[src/rtl/cmp_share_ctrl.sv]
// Round-robin sequencer for the shared 2-bit-slice equality unit.
// It captures one requester's operands, walks them one slice per clock and reports eq/any-match.
module cmp_share_ctrl #(
  parameter int unsigned WIDTH = 8
) (
  input  logic             clk,
  input  logic             reset,
  input  logic             req0,
  input  logic [WIDTH-1:0] a0_in,
  input  logic [WIDTH-1:0] b0_in,
  input  logic             req1,
  input  logic [WIDTH-1:0] a1_in,
  input  logic [WIDTH-1:0] b1_in,
  output logic             gnt0,
  output logic             gnt1,
  output logic             busy,
  output logic             done,
  output logic             done_id,
  output logic             eq,
  output logic             any_match
);

  localparam int unsigned S    = WIDTH / 2;
  localparam int unsigned CntW = (S > 1) ? $clog2(S) : 1;
  localparam logic [CntW-1:0] LastCnt = CntW'(S - 1);

  localparam logic [0:0] StIdle = 1'b0;
  localparam logic [0:0] StRun  = 1'b1;

  logic [0:0]       state_q, state_d;
  logic [CntW-1:0]  cnt_q, cnt_d;
  logic [WIDTH-1:0] a_q, a_d;
  logic [WIDTH-1:0] b_q, b_d;
  logic             id_q, id_d;
  logic             last_id_q, last_id_d;
  logic             eq_w_q, eq_w_d;
  logic             any_w_q, any_w_d;
  logic             gnt0_q, gnt0_d;
  logic             gnt1_q, gnt1_d;
  logic             busy_q, busy_d;
  logic             done_q, done_d;
  logic             done_id_q, done_id_d;
  logic             eq_q, eq_d;
  logic             any_q, any_d;

  logic             grant0, grant1;
  logic [1:0]       slice_match;
  logic             slice_eq, slice_any;

  // Operands shift right each slice, so the active slice is always bits [1:0].
  assign slice_match = a_q[1:0] ~^ b_q[1:0];
  assign slice_eq    = &slice_match;
  assign slice_any   = |slice_match;

  // On contention the requester that was not served last wins.
  assign grant0 = req0 & (~req1 | last_id_q);
  assign grant1 = req1 & ~grant0;

  always_comb begin
    state_d   = state_q;
    cnt_d     = cnt_q;
    a_d       = a_q;
    b_d       = b_q;
    id_d      = id_q;
    last_id_d = last_id_q;
    eq_w_d    = eq_w_q;
    any_w_d   = any_w_q;
    gnt0_d    = 1'b0;
    gnt1_d    = 1'b0;
    busy_d    = busy_q;
    done_d    = 1'b0;
    done_id_d = done_id_q;
    eq_d      = eq_q;
    any_d     = any_q;

    case (state_q)
      StIdle: begin
        if (grant0 || grant1) begin
          a_d       = grant1 ? a1_in : a0_in;
          b_d       = grant1 ? b1_in : b0_in;
          id_d      = grant1;
          last_id_d = grant1;
          cnt_d     = '0;
          eq_w_d    = 1'b1;
          any_w_d   = 1'b0;
          gnt0_d    = grant0;
          gnt1_d    = grant1;
          busy_d    = 1'b1;
          state_d   = StRun;
        end
      end
      StRun: begin
        eq_w_d  = eq_w_q & slice_eq;
        any_w_d = any_w_q | slice_any;
        a_d     = a_q >> 2;
        b_d     = b_q >> 2;
        cnt_d   = cnt_q + 1'b1;
        if (cnt_q == LastCnt) begin
          eq_d      = eq_w_d;
          any_d     = any_w_d;
          done_id_d = id_q;
          done_d    = 1'b1;
          busy_d    = 1'b0;
          cnt_d     = '0;
          state_d   = StIdle;
        end
      end
      default: state_d = StIdle;
    endcase
  end

  always_ff @(posedge clk or posedge reset) begin
    if (reset) begin
      state_q   <= StIdle;
      cnt_q     <= '0;
      a_q       <= '0;
      b_q       <= '0;
      id_q      <= 1'b0;
      last_id_q <= 1'b1;
      eq_w_q    <= 1'b0;
      any_w_q   <= 1'b0;
      gnt0_q    <= 1'b0;
      gnt1_q    <= 1'b0;
      busy_q    <= 1'b0;
      done_q    <= 1'b0;
      done_id_q <= 1'b0;
      eq_q      <= 1'b0;
      any_q     <= 1'b0;
    end else begin
      state_q   <= state_d;
      cnt_q     <= cnt_d;
      a_q       <= a_d;
      b_q       <= b_d;
      id_q      <= id_d;
      last_id_q <= last_id_d;
      eq_w_q    <= eq_w_d;
      any_w_q   <= any_w_d;
      gnt0_q    <= gnt0_d;
      gnt1_q    <= gnt1_d;
      busy_q    <= busy_d;
      done_q    <= done_d;
      done_id_q <= done_id_d;
      eq_q      <= eq_d;
      any_q     <= any_d;
    end
  end

  assign gnt0      = gnt0_q;
  assign gnt1      = gnt1_q;
  assign busy      = busy_q;
  assign done      = done_q;
  assign done_id   = done_id_q;
  assign eq        = eq_q;
  assign any_match = any_q;

endmodule
[config.mk]
export PLATFORM = sky130hd
export DESIGN_NAME = cmp_share_ctrl
export DESIGN_NICKNAME = d
export VERILOG_FILES = /design/src/rtl/cmp_share_ctrl.sv
export SDC_FILE = /design/constraint.sdc
export NUM_CORES = 1
export LEC_CHECK = 0
export CORE_MARGIN = 2
export CORE_UTILIZATION = 24
export CTS_CLUSTER_DIAMETER = 80
export DETAILED_ROUTE_END_ITERATION = 6
export PLACE_DENSITY = 0.5
export SYNTH_ARGS = -nofsm -noshare
export SYNTH_HDL_FRONTEND = slang
export SYNTH_SLANG_ARGS = --single-unit
[constraint.sdc]
create_clock -name clk -period 1.4 [get_ports clk]
set_input_delay 0.21 -clock clk [delete_from_list [all_inputs] [get_ports clk]]
set_output_delay 0.21 -clock clk [all_outputs]
set_load 0.01 [all_outputs]
* Word level (Yosys, flattened, before mapping)
Index checks and enable logic that the tools add are counted.
** Word-level totals
- Memories :: 0
- Input bits :: 36
- Memory bits (read-only) :: 0
- Memory bits (writable) :: 0
- Register bits :: 30
- Output and inout port bits :: 7
- Word-level logic and storage cells :: 58
- Bits in latches :: 0
** Operators by class
- Equal/unequal tests :: 3
- Bitwise operators :: 9
- Shifts and indexed selects :: 0
- Divide/modulo/power cells :: 0
- Add/sub/neg operators :: 1
- Multiply operators :: 0
- Multiplexer cells :: 24
- Reductions and logical operators :: 6
- Magnitude comparators :: 0
** Operators with widths (number)
- two-way mux 8 bit :: 4
- case mux 8 bit (2 select lines) :: 2
- two-way mux 1 bit :: 11
- case mux 1 bit (2 select lines) :: 4
- AND reduction 2 bit :: 4
- two-way mux 2 bit :: 2
- case mux 2 bit (2 select lines) :: 1
- bitwise AND 1 bit :: 3
- NOT 1 bit :: 3
- adder 2 x 1 -> 2 bit (second input constant) :: 1
- equality test 2 bit (second input constant) :: 1
- != test 2 x 1 -> 1 bit (second input constant) :: 1
- != test 2 bit (second input constant) :: 1
- OR 1 bit :: 2
- OR reduction 2 bit :: 1
- XNOR 2 bit :: 1
- logical OR 1 bit :: 1

* Logic depth before layout (Yosys ltp)
Gate-level depths: netlist of the first run.
- Depth in word-level cells :: 8
- Mapped depth :: 6
- Gate-level depth less buffers :: 4

* Worst setup path after synthesis of the first run
No wires, ideal clock.
- Path type :: reg2reg
- Start point :: register state_q
- End point :: register b_q[0]
- Stages on the path, launching flop included :: 6
- Setup time :: 0.126 ns
- Arrival :: 1.195 ns
- Period minus slack after synthesis :: 1.321 ns
- Path slack :: 0.079 ns
- Cells stage by stage :: dfrtp_1 -> buf_6 -> buf_6 -> buf_6 -> a22o_1 -> a221o_1
** On the way
- Longest elaborated chain between the ends :: 2
** Ends and longest elaborated chain
- from (decl) :: line 30 : logic [0:0] state_q, state_d;
- from (signal assigned) :: line 114 : state_q <= StIdle;
- from (signal assigned) :: line 130 : state_q <= state_d;
- NOT 1 bit (no line)
- case mux 8 bit (2 select lines) / != test 2 bit (equally long branches)
- to (signal assigned) :: line 117 : b_q <= '0;
- to (signal assigned) :: line 133 : b_q <= b_d;
- to (decl) :: line 33 : logic [WIDTH-1:0] b_q, b_d;
Parallel ways exist; a longest one is shown, timed or not.
A chain may end at the register's enable or synchronous reset.

* Final worst setup path of the first run
- Start point :: input port req0
- End point :: register b_q[2]
** On the way
- Longest elaborated chain between the ends :: 6
** Ends and longest elaborated chain
- from (decl) :: line 8 : input logic req0,
- bitwise AND 1 bit (*) :: line 56 : assign grant0 = req0 & (~req1 | last_id_q);
- NOT 1 bit :: line 57 : assign grant1 = req1 & ~grant0;
- bitwise AND 1 bit :: line 57
- two-way mux 8 bit :: line 80 : b_d = grant1 ? b1_in : b0_in;
- two-way mux 8 bit :: line 78 : if (grant0 || grant1) begin
- case mux 8 bit (2 select lines) :: line 76 : case (state_q)
Every way passes the cells marked *; elsewhere a longest branch is shown, timed or not. The select of a mux whose other input is x is not followed.

==> flow_summary_export.csv, run 1 <==
group,metric,value,unit
drt,ant_nets,0,
timing,hold_slack,270,ps
drt,routed_via_density,4.71,
cts,cts_root_buffer,"clkbuf_8",
drt,via_count,1229,
logic_synthesis,synthTopCellsByArea,"dfrtp_1, a221o_1, a22o_1, nor2b_1, nor3_1",
timing,fin_tns_setup,0,ps
logic_synthesis,avgSynthCellArea,11.1,um^2
logic_synthesis,seq_area_frac_synth,0.522,
critical_path,r2r_slack,100,ps
critical_path,arrival,1510,ps
finish,fin_cells,261,
placed_design,gp_congestion,0.728,
drt,drc,0,
grt,grt_usage,0.121,
timing,fin_ws,44.0,ps
finish,drive_gt1_frac,0.156,
timing,slew-limit-headroom,0.828,
drt,dr.first_iter.drc_count,55,
cts,clkSlewWorstSetupHoldPaths,70,ps
die,die_area,6640,um^2
hold_path,worstHoldPathType,"in2async",
finish,final_util,0.365,
cts,cts-root-to-sink-buffers,2,
cts,tritoncts,"yes",
placed_design,place_area,2040,um^2
logic_synthesis,ys.warnings.count,0,
cts,postCtsSetupBuffers,0,
timing,finalMaxSlewViolations,0,
cts,cts_max_level,2,
critical_path,worst_r2r_path_depth,4,
timing,min_period,1360,ps
placed_design,place_inst,253,
timing,timing.final.crit_share,0.969,
critical_path,end_kind,"flop",
placed_design,dp_hpwl,2810,um
critical_path,critical_path_required,1550,ps
finish,final_area,2140,um^2
grt,grt_first_pass_wirelength,6040,um
finish,synthToLayoutAreaGrowth,48.5,%
critical_path,worst_r2r_endpoint,"b_q[2]",
finish,diodes,0,
timing,rsz0062_at_grt,"false",
power_and_ir_drop,irDropWorstVdd,0.000464,V
logic_synthesis,ys_ff_latch,30,
placed_design,port_buffers,42,
drt,routed_wl,3800,um
drt,wl_per_cell,14.5,um
timing,fmax,737,MHz
placed_design,post-place-ws,-271,ps
timing,finalSetupViolCount,0,
critical_path,crit_type,"in2reg",
flow_run,maxCapViolations,0,
critical_path,critPathMaxFanout,8,
cts,cts_made_buffers,5,
timing,clock_skew,8.95,ps
die,die_h,81.5,um
timing,hold_violations,0,
status,status,"finished, final reports clean",
die,num_io_pins,43,
grt,grt_pass1_vias,1245,
finish,nets,222,
die,start_util,0.246,
critical_path,critPathBufInv,2,
power_and_ir_drop,p_leak,0.946,nW
grt,overflow,0,
logic_synthesis,synth_nets,167,
grt,antenna_found_initial,0,
die,die_w,81.5,um
critical_path,start_kind,"input port",
power_and_ir_drop,power_density,1580,nW/um^2
critical_path,cpMaxStageDelayCell,"clkdlybuf4s50_1",
critical_path,critPathMaxStageDelay,610,ps
drt,drt_first_pass_iters,4,
logic_synthesis,yosys.cell_types.count,25,
critical_path,r2r-start,"last_id_q",
finish,final_common_cell,"clkdlybuf4s50_1",
cts,clk_latency,280,ps
critical_path,path_cells,"clkdlybuf4s50_1 > nor2_2 > buf_4 > a22o_1 > a221o_1",
logic_synthesis,synth_top_area_share,0.504,
grt,grt_max_degree,34,
die,core_area,5850,um^2
die,std_cell_rows,28,
power_and_ir_drop,power.total,3.38,mW
critical_path,path_delay_family,"buffers and inverters",
finish,final_cell_mix,"clkdlybuf4s50_1, dfrtp_1, nor2b_1",
cts,cts_sinks,30,
cts,cts_hold_buf,0,
logic_synthesis,syn_area,1440,um^2
timing,worst_pin_slew,258,ps
logic_synthesis,synth_top_area_cell,"dfrtp_1",
logic_synthesis,syn_inst,130,
what timing repair did:
item	in CTS	in global routing
pin swaps	0	0
resized for setup	1	5
setup endpoints to repair	1	10
sequential cells by signal, summed over array words and instances, names as in the netlist:
name,flops
state_q,1
any_match,1
last_id_q,1
gnt1,1
done_id,1
done,1
any_w_q,1
cnt_q,2
a_q,8
id_q,1
b_q,8
eq,1
eq_w_q,1
busy,1
gnt0,1
worst max-delay path by stage:
stage | from | endpoint | slack, ps | cells past startpoint
3_3_place_gp | req1 | b_q[5] | -220 | 5
4_1_cts | req1 | b_q[1] | 20 | 5
2_1_floorplan | state_q | b_q[0] | 80 | 5
5_1_grt | gnt0 | gnt0 | 6 | 1
6_report | req0 | b_q[2] | 40 | 5
3_5_place_dp | req1 | b_q[2] | -270 | 5
kinds of logic (layout without fill, tap and decap cells):
kind of cell / count (synthesis) / count (layout) / share of synthesized area
flops: 30 / 30 / 0.522
simple gates: 45 / 45 / 0.174
xor+xnor: 2 / 2 / 0.0122
fa+ha+maj: 1 / 1 / 0.00869
mux: 1 / 1 / 0.00782
compound gates: 38 / 38 / 0.218
buf+inv: 13 / 69 / 0.0573
synthesized netlist by cell type:
master / count
a21oi_1: 3
a21oi_2: 1
a221o_1: 12
a221oi_1: 4
a22o_1: 12
and2b_2: 1
buf_2: 3
buf_4: 2
buf_6: 3
clkbuf_1: 1
dfrtp_1: 29
dfstp_2: 1
ha_1: 1
inv_1: 4
mux2_2: 1
nand2_1: 7
nand2b_1: 4
nand3_1: 1
nor2_1: 2
nor2_2: 1
nor2_4: 1
nor2b_1: 16
nor3_1: 12
o21ai_0: 6
xnor2_1: 2
worst register-to-register path, stage by stage, from the launching register on:
cell and delay, ps:
dfstp_2 570, and2b_2 250, nor2_4 110, buf_4 160, a221o_1 150
area by class of cell:
class                      instances  area, um^2
tap                               75        93.8
timing repair buffer              57         579
clock buffer                       7        86.3
inverter                           4        15.0
sequential                        30         753
clock inverter                     1        5.00
fill                             569        3710
multi-input combinational         87         606
report_power, final:
group | leakage, nW | internal, mW | total, mW | switching (mW)
clock network | 0.0482 | 0.396 | 0.709 | 0.313
logic | 0.517 | 0.726 | 1.27 | 0.546
registers | 0.381 | 1.20 | 1.40 | 0.192
metal layers:
metal | track usage | vias up | wire, um
met3 | 0.0385 | 6 | 260
li1 | - | 587 | -
met1 | 0.152 | 601 | 1700
met4 | 0.0356 | 0 | 41
met5 | 0 | - | 0
met2 | 0.199 | 35 | 1790
Power figures use the tool's default switching activity.
==> run 2, diff against run 1 <==
==> constraint.sdc (replaced) <==
create_clock -name clk -period 1.4 [get_ports clk]
set_input_delay 0.28 -clock clk [delete_from_list [all_inputs] [get_ports clk]]
set_output_delay 0.28 -clock clk [all_outputs]
set_load 0.01 [all_outputs]
==> flow_summary_export.csv, run 2 (same netlist as run 1, synthesis figures left out) <==
group,metric,value,unit
critical_path,start_kind,"flop",
cts,clk_latency,280,ps
die,die_area,6640,um^2
timing,finalMaxSlewViolations,0,
finish,synthToLayoutAreaGrowth,47.1,%
cts,cts_root_buffer,"clkbuf_8",
cts,tritoncts,"yes",
die,die_h,81.5,um
hold_path,worstHoldPathType,"in2async",
placed_design,post-place-ws,-345,ps
timing,slew-limit-headroom,0.833,
die,std_cell_rows,28,
timing,hold_slack,341,ps
timing,finalSetupViolCount,0,
critical_path,critical_path_required,1610,ps
drt,via_count,1221,
drt,ant_nets,0,
placed_design,place_inst,253,
grt,antenna_found_initial,0,
cts,cts_made_buffers,5,
grt,overflow,0,
drt,drc,0,
grt,grt_first_pass_wirelength,6130,um
power_and_ir_drop,power_density,1590,nW/um^2
drt,drt_first_pass_iters,4,
cts,cts-root-to-sink-buffers,2,
die,core_area,5850,um^2
die,num_io_pins,43,
timing,hold_violations,0,
timing,fmax,762,MHz
grt,grt_usage,0.123,
power_and_ir_drop,irDropWorstVdd,0.000488,V
finish,nets,222,
critical_path,crit_type,"reg2reg",
flow_run,maxCapViolations,0,
placed_design,place_area,2040,um^2
timing,worst_pin_slew,251,ps
finish,reg_top3,"a_q (8), b_q (8), cnt_q (2)",
cts,cts_max_level,2,
finish,final_area,2120,um^2
finish,final_common_cell,"clkdlybuf4s50_1",
finish,drive_gt1_frac,0.156,
drt,routed_wl,3830,um
timing,rsz0062_at_grt,"false",
grt,grt_pass1_vias,1251,
timing,fin_ws,87.7,ps
die,die_w,81.5,um
die,start_util,0.246,
placed_design,port_buffers,42,
status,status,"finished, final reports clean",
drt,routed_via_density,4.68,
timing,timing.final.crit_share,0.937,
finish,diodes,0,
cts,cts_sinks,30,
timing,clock_skew,7.47,ps
placed_design,dp_hpwl,2760,um
power_and_ir_drop,power.total,3.36,mW
finish,final_cell_mix,"clkdlybuf4s50_1, dfrtp_1, nor2b_1",
finish,fin_cells,261,
critical_path,end_kind,"flop",
drt,wl_per_cell,14.7,um
timing,min_period,1310,ps
critical_path,arrival,1520,ps
placed_design,gp_congestion,0.728,
power_and_ir_drop,p_leak,0.923,nW
drt,dr.first_iter.drc_count,30,
cts,clkSlewWorstSetupHoldPaths,70,ps
grt,grt_max_degree,34,
critical_path,critPathMaxFanout,9,
-- run 2: cell count changes in the layout (fill, tap and decap cells not counted), sizes merged --
cell	change
dlygate4sd2	+8
clkdlybuf4s50	-4
dlymetal6s2s	-4
-- run 2: stage by stage --
step,setup TNS [ps],util
2_1_floorplan,0,-
3_3_place_gp,-4480,0.348
3_5_place_dp,-5490,0.348
4_1_cts,0,0.362
5_1_grt,0,0.362
6_report,0,0.362
-- run 2: worst paths after layout --
kind | startpoint | to | slack (ps) | cells past startpoint
max | last_id_q | b_q[1] | 90 | 4
min | reset | done_id | 340 | 3
max reg2reg | last_id_q | b_q[1] | 90 | 4
min reg2reg | eq | eq | 470 | 2
max in group asynchronous | reset | last_id_q | 820 | 3
min in group clk | eq | eq | 470 | 2
-- run 2: layer usage --
layer / global-route usage / part of all wire
met1: 0.160 / 0.46
met2: 0.198 / 0.47
met3: 0.0319 / 0.061
met4: 0.0458 / 0.0084
met5: 0 / 0
-- run 2: area by class of cell --
| type | count | area [um^2] |
|---|---|---|
| sequential | 30 | 753 |
| clock buffer | 7 | 86.3 |
| tap | 75 | 93.8 |
| fill | 580 | 3730 |
| multi-input combinational | 87 | 606 |
| timing repair buffer | 57 | 559 |
| clock inverter | 1 | 5.00 |
| inverter | 4 | 15.0 |
-- run 2: critical path, stage by stage (launching register included) --
cell and delay, ps:
dfstp_2 560, and2b_2 250, nor2_4 110, buf_4 160
a221o_1 160
-- run 2: report_power, final --
group	switching (mW)	leakage [nW]	internal (mW)
Combinational	0.556	0.493	0.690
Sequential	0.190	0.381	1.20
Clock	0.323	0.0482	0.396
Total	1.07	0.923	2.29
-- run 2: what timing repair did --
| action | in CTS | in global routing |
|---|---|---|
| hold buffers | 0 | 0 |
| buffers inserted | 0 | 0 |
| setup endpoints to repair | 19 | 10 |
| hold endpoints to repair | 0 | 0 |
| gates resized for setup | 9 | 1 |
==> run 3, diff against run 2 <==
--- a/config.mk
+++ b/config.mk
@@ -5,11 +5,13 @@
 export SDC_FILE = /design/constraint.sdc
 export NUM_CORES = 1
 export LEC_CHECK = 0
+export CELL_PAD_IN_SITES_DETAIL_PLACEMENT = 1
+export CELL_PAD_IN_SITES_GLOBAL_PLACEMENT = 1
 export CORE_MARGIN = 2
 export CORE_UTILIZATION = 24
 export CTS_CLUSTER_DIAMETER = 80
 export DETAILED_ROUTE_END_ITERATION = 6
-export PLACE_DENSITY = 0.5
+export PLACE_DENSITY = 0.61
 export SYNTH_ARGS = -nofsm -noshare
 export SYNTH_HDL_FRONTEND = slang
 export SYNTH_SLANG_ARGS = --single-unit
==> flow_summary_export.csv, run 3 (same netlist as run 1, synthesis figures left out) <==
group,metric,value,unit
cts,tritoncts,"yes",
drt,routed_via_density,4.75,
grt,grt_usage,0.131,
timing,finalSetupViolCount,0,
finish,synthToLayoutAreaGrowth,50.0,%
timing,min_period,1350,ps
flow_run,maxCapViolations,0,
finish,multi_input_area,634,um^2
critical_path,critPathMaxFanout,13,
die,die_w,81.5,um
timing,rsz0062_at_grt,"true",
finish,nets,221,
placed_design,dp_hpwl,2870,um
critical_path,end_kind,"flop",
cts,cts_sinks,30,
finish,final_cell_mix,"clkdlybuf4s50_1, dfrtp_1, nor2b_1",
finish,final_util,0.369,
drt,wl_per_cell,15.4,um
grt,grt_first_pass_wirelength,6490,um
timing,fmax,742,MHz
critical_path,crit_type,"in2reg",
drt,dr.first_iter.drc_count,44,
status,status,"finished, final reports clean",
grt,grt_pass1_vias,1300,
die,die_area,6640,um^2
finish,reg_top3,"a_q (8), b_q (8), cnt_q (2)",
cts,cts_made_buffers,5,
drt,via_count,1236,
grt,antenna_found_initial,0,
die,die_h,81.5,um
grt,overflow,0,
finish,diodes,0,
drt,routed_wl,4010,um
critical_path,start_kind,"input port",
placed_design,gp_congestion,0.768,
critical_path,arrival,1510,ps
power_and_ir_drop,power.total,3.41,mW
cts,postCtsSetupBuffers,0,
cts,clkSlewWorstSetupHoldPaths,70,ps
timing,slew-limit-headroom,0.813,
die,num_io_pins,43,
timing,timing.final.crit_share,0.963,
timing,clock_skew,4.49,ps
cts,cts_hold_buf,0,
die,core_area,5850,um^2
drt,drt_first_pass_iters,4,
timing,finalMaxSlewViolations,0,
finish,drive_gt1_frac,0.173,
finish,final_common_cell,"clkdlybuf4s50_1",
grt,grt_max_degree,31,
cts,cts_root_buffer,"clkbuf_8",
finish,seq_area,752,um^2
power_and_ir_drop,p_leak,0.940,nW
timing,hold_violations,0,
drt,drc,0,
power_and_ir_drop,power_density,1580,nW/um^2
critical_path,critical_path_required,1560,ps
placed_design,port_buffers,42,
cts,clk_latency,280,ps
die,start_util,0.246,
drt,ant_nets,0,
timing,worst_pin_slew,279,ps
placed_design,place_area,2040,um^2
hold_path,worstHoldPathType,"in2async",
power_and_ir_drop,irDropWorstVdd,0.000412,V
cts,cts-root-to-sink-buffers,2,
die,std_cell_rows,28,
cts,cts_resized,7,
cts,cts_max_level,2,
finish,fill_cells,653,
finish,final_area,2160,um^2
run 3: per-layer routing:
layer | global-route usage | wire length, um
met2 | 0.211 | 1920
met3 | 0.0330 | 215
met5 | 0 | 0
met1 | 0.166 | 1800
met4 | 0.0559 | 72
run 3: cell type report:
cell class,count,area share
Clock inverter,1,0.00232
Inverter,4,0.00695
Sequential cell,30,0.348
Multi-Input combinational cell,87,0.294
Clock buffer,7,0.0400
Tap cell,75,0.0435
Timing Repair Buffer,56,0.265
run 3: stage by stage:
step | hold WS [ps] | std cells | setup TNS, ps | setup WS, ps
final | 346 | 260 | 0 | 51.5
after global routing | 366 | 260 | -13.4 | -13.4
after CTS | 353 | 260 | 0 | 6.40
after global placement | 466 | 252 | -3910 | -232
after detailed placement | 476 | 252 | -4890 | -295
after floorplan | 370 | 130 | 0 | 78.9
run 3: worst paths after layout:
path / startpoint / cells after the start / to / slack [ps]
setup / recovery: req0 / 5 / a_q[1] / 50
hold / removal: reset / 3 / done / 350
setup reg to reg: state_q / 4 / a_q[1] / 80
hold reg to reg: done_id / 2 / done_id / 480
max in group asynchronous: reset / 3 / last_id_q / 810
min in group clk: done_id / 2 / done_id / 480
run 3: report_power, final:
group	leakage, nW	switching (mW)	internal [mW]
Combinational	0.510	0.575	0.720
Sequential	0.381	0.198	1.20
Clock	0.0482	0.324	0.396
run 3: worst max-delay path, cell delays in order:
cell and delay [ps]:
clkdlybuf4s50_1 530, buf_4 150, a21oi_2 60, buf_12 140
a221o_1 350
